<file path="config.mk">
export PLATFORM = sky130hd
export DESIGN_NAME = fetch_ctrl
export DESIGN_NICKNAME = d
export VERILOG_FILES = /design/src/rtl/wisc_pkg.sv /design/src/rtl/branch_cond_eval.sv /design/src/rtl/fetch_ctrl.sv
export SDC_FILE = /design/constraint.sdc
export NUM_CORES = 1
export LEC_CHECK = 0
export BUFFER_PORTS_ARGS = -buffer_cell sky130_fd_sc_hd__buf_2
export CELL_PAD_IN_SITES_DETAIL_PLACEMENT = 1
export CELL_PAD_IN_SITES_GLOBAL_PLACEMENT = 1
export CORE_MARGIN = 3
export CORE_UTILIZATION = 41
export DETAILED_ROUTE_END_ITERATION = 8
export PLACE_DENSITY_LB_ADDON = 0.3
export SLEW_MARGIN = 0
export SYNTH_ARGS = -nofsm -noshare
export SYNTH_HDL_FRONTEND = slang
export SYNTH_SLANG_ARGS = --single-unit
</file>
<file path="constraint.sdc">
create_clock -name clk -period 3.2 [get_ports clk]
set_input_delay 0.32 -clock clk [delete_from_list [all_inputs] [get_ports clk]]
set_output_delay 0.32 -clock clk [all_outputs]
set_load 0.01 [all_outputs]
</file>
<file path="src/rtl/wisc_pkg.sv">
`default_nettype none
// +----------------------------------------------------------------------+
// | Module   : wisc_pkg                                                  |
// | Desc     : Shared fetch-side definitions for the WISC pipeline:      |
// |            condition codes, flag bit positions, fetch FSM states     |
// |            and default PC parameters.                                |
// | Revision : 1.0 - initial release                                     |
// +----------------------------------------------------------------------+
package wisc_pkg;

  // Default address width, reset PC and sequential increment
  localparam int          WISC_ADDR_W   = 16;
  localparam logic [15:0] WISC_RESET_PC = 16'h0000;
  localparam logic [15:0] WISC_PC_INC   = 16'd2;

  // Bit positions inside the {Z,V,N} flags vector
  localparam int FLAG_Z = 2;
  localparam int FLAG_V = 1;
  localparam int FLAG_N = 0;

  // Branch condition codes
  localparam logic [2:0] CC_NE  = 3'b000;
  localparam logic [2:0] CC_EQ  = 3'b001;
  localparam logic [2:0] CC_GT  = 3'b010;
  localparam logic [2:0] CC_LT  = 3'b011;
  localparam logic [2:0] CC_GE  = 3'b100;
  localparam logic [2:0] CC_LE  = 3'b101;
  localparam logic [2:0] CC_OV  = 3'b110;
  localparam logic [2:0] CC_UNC = 3'b111;

  // Fetch sequencer states
  typedef enum logic [2:0] {
    IDLE  = 3'd0,
    FETCH = 3'd1,
    HOLD  = 3'd2,
    DRAIN = 3'd3,
    HALT  = 3'd4
  } fetch_state_e;

endpackage
`default_nettype wire

</file>
<file path="src/rtl/branch_cond_eval.sv">
`default_nettype none
// +----------------------------------------------------------------------+
// | Module   : branch_cond_eval                                          |
// | Desc     : Combinational evaluation of a branch condition code       |
// |            against the {Z,V,N} flags.                                |
// | Revision : 1.0 - initial release                                     |
// +----------------------------------------------------------------------+
module branch_cond_eval
  import wisc_pkg::*;
(
  input  logic [2:0] cond_i,
  input  logic [2:0] flags_i,
  output logic       cond_true_o
);

  logic w_z, w_v, w_n;

  assign w_z = flags_i[FLAG_Z];
  assign w_v = flags_i[FLAG_V];
  assign w_n = flags_i[FLAG_N];

  // Decode the condition code into a single taken/not-taken predicate
  always_comb begin
    cond_true_o = 1'b0;
    case (cond_i)
      CC_NE:   cond_true_o = ~w_z;
      CC_EQ:   cond_true_o = w_z;
      CC_GT:   cond_true_o = ~w_z & ~w_n;
      CC_LT:   cond_true_o = w_n;
      CC_GE:   cond_true_o = w_z | ~w_n;
      CC_LE:   cond_true_o = w_z | w_n;
      CC_OV:   cond_true_o = w_v;
      CC_UNC:  cond_true_o = 1'b1;
      default: cond_true_o = 1'b0;
    endcase
  end

endmodule
`default_nettype wire

</file>
<file path="src/rtl/fetch_ctrl.sv">
`default_nettype none
// +----------------------------------------------------------------------+
// | Module   : fetch_ctrl                                                |
// | Desc     : WISC instruction fetch sequencer. Owns the PC, drives the |
// |            imem request handshake, redirects on taken branches,      |
// |            buffers a word under back-end stall and stops on HLT.     |
// |            Optional: FETCH_PERF_CNT_EN adds stall/miss counters.     |
// | Revision : 1.0 - initial release                                     |
// +----------------------------------------------------------------------+
module fetch_ctrl #(
  parameter int                ADDR_W   = wisc_pkg::WISC_ADDR_W,
  parameter logic [ADDR_W-1:0] RESET_PC = wisc_pkg::WISC_RESET_PC,
  parameter logic [ADDR_W-1:0] PC_INC   = wisc_pkg::WISC_PC_INC
) (
  input  logic              clk,
  input  logic              rst,
  input  logic              stall,
  input  logic              br_valid,
  input  logic [2:0]        br_cond,
  input  logic [8:0]        br_imm,
  input  logic [ADDR_W-1:0] br_pc,
  input  logic              br_reg,
  input  logic [ADDR_W-1:0] br_reg_tgt,
  input  logic [2:0]        flags,
  input  logic              halt,
  output logic [ADDR_W-1:0] imem_addr,
  output logic              imem_req,
  input  logic              imem_done,
  input  logic [15:0]       imem_rdata,
  output logic [15:0]       instr,
  output logic [ADDR_W-1:0] instr_pc,
  output logic              instr_valid,
  output logic              flush,
  output logic              halted,
`ifdef FETCH_PERF_CNT_EN
  output logic [15:0]       stall_cnt,
  output logic [15:0]       miss_cnt,
`endif
  output logic [ADDR_W-1:0] pc
);

  import wisc_pkg::*;

  fetch_state_e      state_q, state_d;
  logic [ADDR_W-1:0] pc_q, pc_d, addr_q, addr_d, ipc_q, ipc_d;
  logic [15:0]       instr_q, instr_d, hold_q, hold_d;
  logic              req_q, valid_q, valid_d, flush_q, halted_q, hpend_q, hpend_d;

  logic              w_cond_true, w_taken, w_outstanding;
  logic [ADDR_W-1:0] w_imm_ext, w_target, w_pc_next;

  branch_cond_eval u_cond (
    .cond_i      (br_cond),
    .flags_i     (flags),
    .cond_true_o (w_cond_true)
  );

  assign w_taken   = br_valid & w_cond_true;
  assign w_imm_ext = {{(ADDR_W-10){br_imm[8]}}, br_imm, 1'b0};
  assign w_target  = br_reg ? br_reg_tgt : (br_pc + PC_INC + w_imm_ext);
  assign w_pc_next = pc_q + PC_INC;
  // A request is in flight and will not complete this cycle
  assign w_outstanding = ((state_q == FETCH) || (state_q == DRAIN)) && !imem_done;

  // Next-state logic: redirect beats halt, halt beats normal sequencing
  always_comb begin
    state_d = state_q;
    pc_d    = pc_q;
    addr_d  = addr_q;
    ipc_d   = ipc_q;
    instr_d = instr_q;
    valid_d = valid_q;
    hold_d  = hold_q;
    hpend_d = hpend_q;
    if (state_q == HALT) begin
      valid_d = 1'b0;
    end else if (w_taken) begin
      pc_d    = w_target;
      valid_d = 1'b0;
      hold_d  = '0;
      hpend_d = 1'b0;
      if (w_outstanding) begin
        state_d = DRAIN;
      end else begin
        state_d = FETCH;
        addr_d  = w_target;
      end
    end else if (halt) begin
      pc_d    = ipc_q + PC_INC;
      valid_d = 1'b0;
      hold_d  = '0;
      if (w_outstanding) begin
        state_d = DRAIN;
        hpend_d = 1'b1;
      end else begin
        state_d = HALT;
        hpend_d = 1'b0;
      end
    end else begin
      case (state_q)
        IDLE: state_d = FETCH;
        FETCH: begin
          if (imem_done) begin
            if (!stall) begin
              instr_d = imem_rdata;
              ipc_d   = addr_q;
              valid_d = 1'b1;
              pc_d    = w_pc_next;
              addr_d  = w_pc_next;
            end else begin
              hold_d  = imem_rdata;
              state_d = HOLD;
            end
          end else if (!stall) begin
            valid_d = 1'b0;
          end
        end
        HOLD: begin
          if (!stall) begin
            instr_d = hold_q;
            ipc_d   = addr_q;
            valid_d = 1'b1;
            pc_d    = w_pc_next;
            addr_d  = w_pc_next;
            state_d = FETCH;
          end
        end
        DRAIN: begin
          if (imem_done) begin
            if (hpend_q) begin
              state_d = HALT;
            end else begin
              addr_d  = pc_q;
              state_d = FETCH;
            end
          end
        end
        default: ;
      endcase
    end
  end

  // State and output registers; request/halted mirror the next state
  always_ff @(posedge clk or posedge rst) begin
    if (rst) begin
      state_q  <= IDLE;
      pc_q     <= RESET_PC;
      addr_q   <= RESET_PC;
      ipc_q    <= '0;
      instr_q  <= '0;
      hold_q   <= '0;
      valid_q  <= 1'b0;
      req_q    <= 1'b0;
      flush_q  <= 1'b0;
      halted_q <= 1'b0;
      hpend_q  <= 1'b0;
    end else begin
      state_q  <= state_d;
      pc_q     <= pc_d;
      addr_q   <= addr_d;
      ipc_q    <= ipc_d;
      instr_q  <= instr_d;
      hold_q   <= hold_d;
      valid_q  <= valid_d;
      req_q    <= (state_d == FETCH) || (state_d == DRAIN);
      flush_q  <= w_taken && (state_q != HALT);
      halted_q <= (state_d == HALT);
      hpend_q  <= hpend_d;
    end
  end

  assign pc          = pc_q;
  assign imem_addr   = addr_q;
  assign imem_req    = req_q;
  assign instr       = instr_q;
  assign instr_pc    = ipc_q;
  assign instr_valid = valid_q;
  assign flush       = flush_q;
  assign halted      = halted_q;

`ifdef FETCH_PERF_CNT_EN
  logic [15:0] stall_cnt_q, miss_cnt_q;

  // Saturating counters: stalled cycles outside HALT, FETCH cycles with no completion
  always_ff @(posedge clk or posedge rst) begin
    if (rst) begin
      stall_cnt_q <= '0;
      miss_cnt_q  <= '0;
    end else begin
      if (stall && (state_q != HALT) && (stall_cnt_q != 16'hFFFF))
        stall_cnt_q <= stall_cnt_q + 16'd1;
      if ((state_q == FETCH) && !imem_done && (miss_cnt_q != 16'hFFFF))
        miss_cnt_q <= miss_cnt_q + 16'd1;
    end
  end

  assign stall_cnt = stall_cnt_q;
  assign miss_cnt  = miss_cnt_q;
`endif

endmodule
`default_nettype wire
</file>
# ---- Word-level counts from Yosys, hierarchy flattened
# Index checks and enable logic that the tools add are counted.
dict set report op_classes {
  n_reduce_logical 22
  n_mux 48
  bitwise_logic 9
  n_eq_ne 25
  add_sub_neg 4
}
# operator n
set ops {}
lappend ops {{two-way mux 16 bit} 22}
lappend ops {{case mux 16 bit (2 select lines)} 3}
lappend ops {{adder 16 x 2 -> 16 bit, second input constant} 3}
lappend ops {{case mux 16 bit (3 select lines)} 1}
lappend ops {{two-way mux 3 bit} 9}
lappend ops {{== test 3 bit, second input constant} 6}
lappend ops {{adder 16 bit} 1}
lappend ops {{== test 3 x 2 -> 1 bit, second input constant} 5}
lappend ops {{AND reduction 7 bit} 2}
lappend ops {{!= test 3 bit, second input constant} 4}
lappend ops {{case mux 3 bit (4 select lines)} 1}
lappend ops {{== test 3 x 1 -> 1 bit, second input constant} 3}
lappend ops {{two-way mux 1 bit} 9}
lappend ops {{nonzero test 3 bit} 3}
lappend ops {{!= test 2 bit, second input constant} 4}
lappend ops {{case mux 1 bit (8 select lines)} 1}
lappend ops {{nonzero test 4 bit} 2}
lappend ops {{zero test 3 bit} 2}
lappend ops {{!= test 6 x 5 -> 1 bit, second input constant} 1}
lappend ops {{NOT 1 bit} 5}
lappend ops {{AND reduction 5 bit} 1}
lappend ops {{nonzero test 5 bit} 1}
lappend ops {{!= test 4 bit, second input constant} 1}
lappend ops {{AND reduction 2 bit} 2}
lappend ops {{11 further kinds} 16}
dict set report word_totals {
  reg_bits 88
  output_inout_bits 68
  elab_cells 119
  inputBits 70
}

# ---- Logic depth before layout (Yosys ltp)
dict set report logic_depth {
  depth_word 9
  depth_mapped 11
  depth_no_buf 11
}

# ---- Modules after synthesis
# A second synthesis with hierarchy kept.
dict set report unflattened {
  hier_cells 632
  hier_area_um2 5835.6
}
# module n_inst cells_each area_each_um2 seq_area_each_um2
set by_module_without_submodules {}
lappend by_module_without_submodules {fetch_ctrl 1 621 5759.3 2202.1}
lappend by_module_without_submodules {branch_cond_eval 1 11 76.3 0.0}

# ---- Worst setup path before layout
# Ideal clock, no wire load.
dict set report synth_timing {
  path_kind {input to register}
  startpoint {in br_imm[1]}
  endpoint {reg pc_q[14], in the netlist pc[14]}
  n_path_buf 0
  cell_stages 9
  arrival_time_ns 2.678
  required_time_ns 3.071
  setup_slack_ns 0.393
  setup_ns 0.129
  path_cell_list {ha_1 > ha_1 > fa_1 > a21o_1 > a221oi_2 > a21oi_1 > or4_1 > a211oi_1 > a211oi_1}
}
dict set report synth_between {
  elab_chain_cells 3
}
# item line
set synth_rtl {}
lappend synth_rtl {{start, declared} fetch_ctrl.sv:20} ;# input logic [8:0] br_imm,
lappend synth_rtl {{adder 16 bit} fetch_ctrl.sv:60} ;# assign w_target = br_reg ? br_reg_tgt : (br_pc + PC_INC + w_imm_ext);
lappend synth_rtl {{two-way mux 16 bit} fetch_ctrl.sv:60}
lappend synth_rtl {{two-way mux 16 bit} fetch_ctrl.sv:77} ;# end else if (w_taken) begin
lappend synth_rtl {{end signal, assigned} fetch_ctrl.sv:159} ;# pc_q <= pc_d;
lappend synth_rtl {{end, declared} fetch_ctrl.sv:45} ;# logic [ADDR_W-1:0] pc_q, pc_d, addr_q, addr_d, ipc_q, ipc_d;
# No other way between the ends.
# A chain may end at the register's enable or synchronous reset.

# ---- Worst setup path in the final report
# Ends and elaborated chain as after synthesis.

==> flow_metrics.tcl <==
set metrics [dict create \
    run_status "completed" \
    ctsResizeCount 0 \
    syn_nets 726 \
    synth.most_common_cell "dfrtp_1" \
    syn_to_final_growth_pct 20.0 \
    first_pass_iters 5 \
    cp-start-kind "input port" \
    max_slew_margin_pct 27.2 \
    hold_violations 0 \
    viasPerCell 5.92 \
    synth_seq_cells 88 \
    finalSetupTns_ps 0 \
    drive_above_1_share_pct 24.3 \
    grt_pass1_wl_mm 29.6 \
    grt_max_degree 50 \
    setup_viol 0 \
    synth_area_leaders "dfrtp_1, ha_1, nand2_1, mux2i_1, xnor2_1" \
    slew_viol_final 0 \
    worstPathArrival_ps 3120 \
    fmax_mhz 346 \
    drv_cap 0 \
    period_needed_ps 2890 \
    fin_crit_sh_pct 90.4 \
    nets 853 \
    ys_types 70 \
    cp-end-kind "flip-flop" \
    design.core.area_um2 13600 \
    grtUsageMet2_pct 42.0 \
    yosysTopAreaCell "dfrtp_1" \
    initial_core_util_pct 42.8 \
    final_antenna_net_count 0 \
    antenna_found_initial 0 \
    clock_latency_ps 350 \
    ys_seq_area_share_pct 38.0 \
    drtIter0Drc 375 \
    yosys_warnings 0 \
    hold_path_class "in -> async" \
    power_density_nw_per_um2 479 \
    cts_tree "built" \
    dp_hpwl_mm 14.0 \
    worstPathRequired_ps 3420 \
    syn_avg_cell_area_um2 9.26 \
    synth-main-ff-cell "dfrtp_1" \
    grt_util_met1_pct 28.2 \
    irDropWorstVdd_mv 0.391 \
    fin_skew_ps 7.04 \
    cts.sinks 88 \
    die_x_um 125 \
    synth_edf_count 0 \
    finalWirelength_mm 18.5 \
    holdBufCountCts 0 \
    grt_pass1_vias 5731 \
    routedWlPerCell_um 19.8 \
    cts_setup_buffers 0 \
    synth_top_area_share_pct 38.0 \
    grt_usage_pct 23.1 \
    gr-usage-met3_pct 3.92 \
    globalplace.congestion 0.858 \
    syn-cell-area_um2 5800 \
    grt.overflow.total 0 \
    dieArea_um2 15600 \
    p_leak_uw 0.00332 \
    drc 0 \
    htreeDepth 3 \
    async_flop_share_pct 100 \
    die_h_um 125 \
    clockBufferDepth 2 \
    crit_fanout 5 \
    cts_buffers 9 \
    busiest_layer "met2" \
    antennaDiodeCount 0 \
    rows 42 \
    synthTopCellsByCount "dfrtp_1, nand2_1, o21ai_0, nor2_1, a21oi_1" \
    cts.reportedPaths.clkPinSlew_ps 70 \
    worstSetupPathType "in -> reg" \
    portBuffers 137 \
    p_total_uw 3330 \
    io_pins 138 \
    rsz0062_at_grt "no" \
    routed-via-count 5531 \
    worst_pin_slew_ps 1090 \
    synthCells 626 \
    cts_root_buf "clkbuf_16" \
]
[area by class of cell]
cell class / count / area (µm²)
fill: 1630 / 6600
multi-input combinational: 487 / 3380
timing repair buffer: 152 / 811
clock inverter: 7 / 62.6
tap: 176 / 220
sequential: 88 / 2200
clock buffer: 9 / 225
inverter: 15 / 57.6
[worst max-delay path: stages]
cell,delay [ps]
buf_2,100
ha_1,290
ha_1,250
fa_1,420
a21o_1,200
a221oi_2,440
a21oi_1,200
or4_1,550
a211oi_1,250
a211oi_1,90
[report_power, final]
part | leakage [µW] | internal, µW | switching, µW | total [µW]
Combinational | 0.00200 | 383 | 490 | 873
Clock | 0.000133 | 543 | 488 | 1030
Sequential | 0.00119 | 1240 | 190 | 1430
Total | 0.00332 | 2160 | 1170 | 3330
[cell usage in the layout, fill, tap and decap left out, types with 3 or more instances in the layout]
cell type | synthesis | routed
a211oi_1 | 12 | 12
a21o_1 | 8 | 8
a21oi_1 | 30 | 30
a221o_1 | 4 | 4
a22o_1 | 19 | 19
a31oi_1 | 3 | 3
a32o_1 | 4 | 4
a32oi_1 | 3 | 3
and2_1 | 8 | 8
and3_1 | 8 | 8
and4_1 | 3 | 3
buf_2 | 15 | 137
buf_4 | 2 | 14
clkbuf_16 | 0 | 9
clkinvlp_4 | 0 | 3
dfrtp_1 | 88 | 88
ha_1 | 29 | 29
inv_1 | 14 | 13
mux2_1 | 18 | 18
mux2_2 | 4 | 4
mux2i_1 | 25 | 25
nand2_1 | 78 | 78
nand2b_1 | 4 | 4
nand3_1 | 16 | 16
nand4_1 | 12 | 12
nor2_1 | 31 | 31
nor2b_1 | 8 | 7
nor3_1 | 9 | 9
o211ai_1 | 7 | 7
o21ai_0 | 45 | 45
o21ai_1 | 11 | 11
o22ai_1 | 4 | 4
o31ai_1 | 4 | 4
or4_1 | 3 | 3
xnor2_1 | 26 | 26
xor2_1 | 12 | 12
[metrics by stage]
stage / std cells / utilization, % / instance area [µm²] / hold WS (ps) / setup slack (ps)
global route: 934 / 51.3 / 6960 / 132 / 202
CTS: 934 / 51.3 / 6960 / 104 / 352
finish: 934 / 51.3 / 6960 / 75.0 / 306
floorplan: 626 / - / 5800 / 453 / 393
detailed placement: 918 / 49.2 / 6670 / 463 / -0.941
global placement: 918 / 49.2 / 6670 / 456 / 115
[path summary, 6_finish.rpt]
kind	slack, ps	depth (start not counted)	end	from
hold / removal	70	2	imem_req	rst
min in group clk	210	2	hold_q[7]	imem_rdata[7]
setup / recovery	310	10	pc[14]	br_imm[1]
hold reg to reg	480	2	instr[3]	instr[3]
setup reg to reg	750	7	pc[13]	state_q[1]
max in group asynchronous	2420	3	hold_q[2]	rst
[state kept, by name (all words and copies together), names as in the netlist]
register     cells
instr_valid      1
hold_q          16
instr_pc        16
state_q          3
pc              16
instr           16
imem_addr       16
hpend_q          1
imem_req         1
flush            1
halted           1
[routing by layer]
metal	vias up	wire (µm)
li1	2555	-
met1	2798	7710
met2	146	9600
met3	32	733
met4	0	437
met5	-	0
[logic make-up after synthesis]
| kind of cell | Yosys count | synth area share (%) |
|---|---|---|
| xor gates and xnor gates | 38 | 5.74 |
| buffers and inverters | 51 | 3.75 |
| adders and majority gates | 30 | 6.60 |
| DFF | 88 | 38.0 |
| muxes | 47 | 8.59 |
| AOI/OAI and AO/OA | 182 | 21.5 |
| and+or+nand+nor | 190 | 15.9 |
No activity file was read; power rests on OpenSTA's default activity.
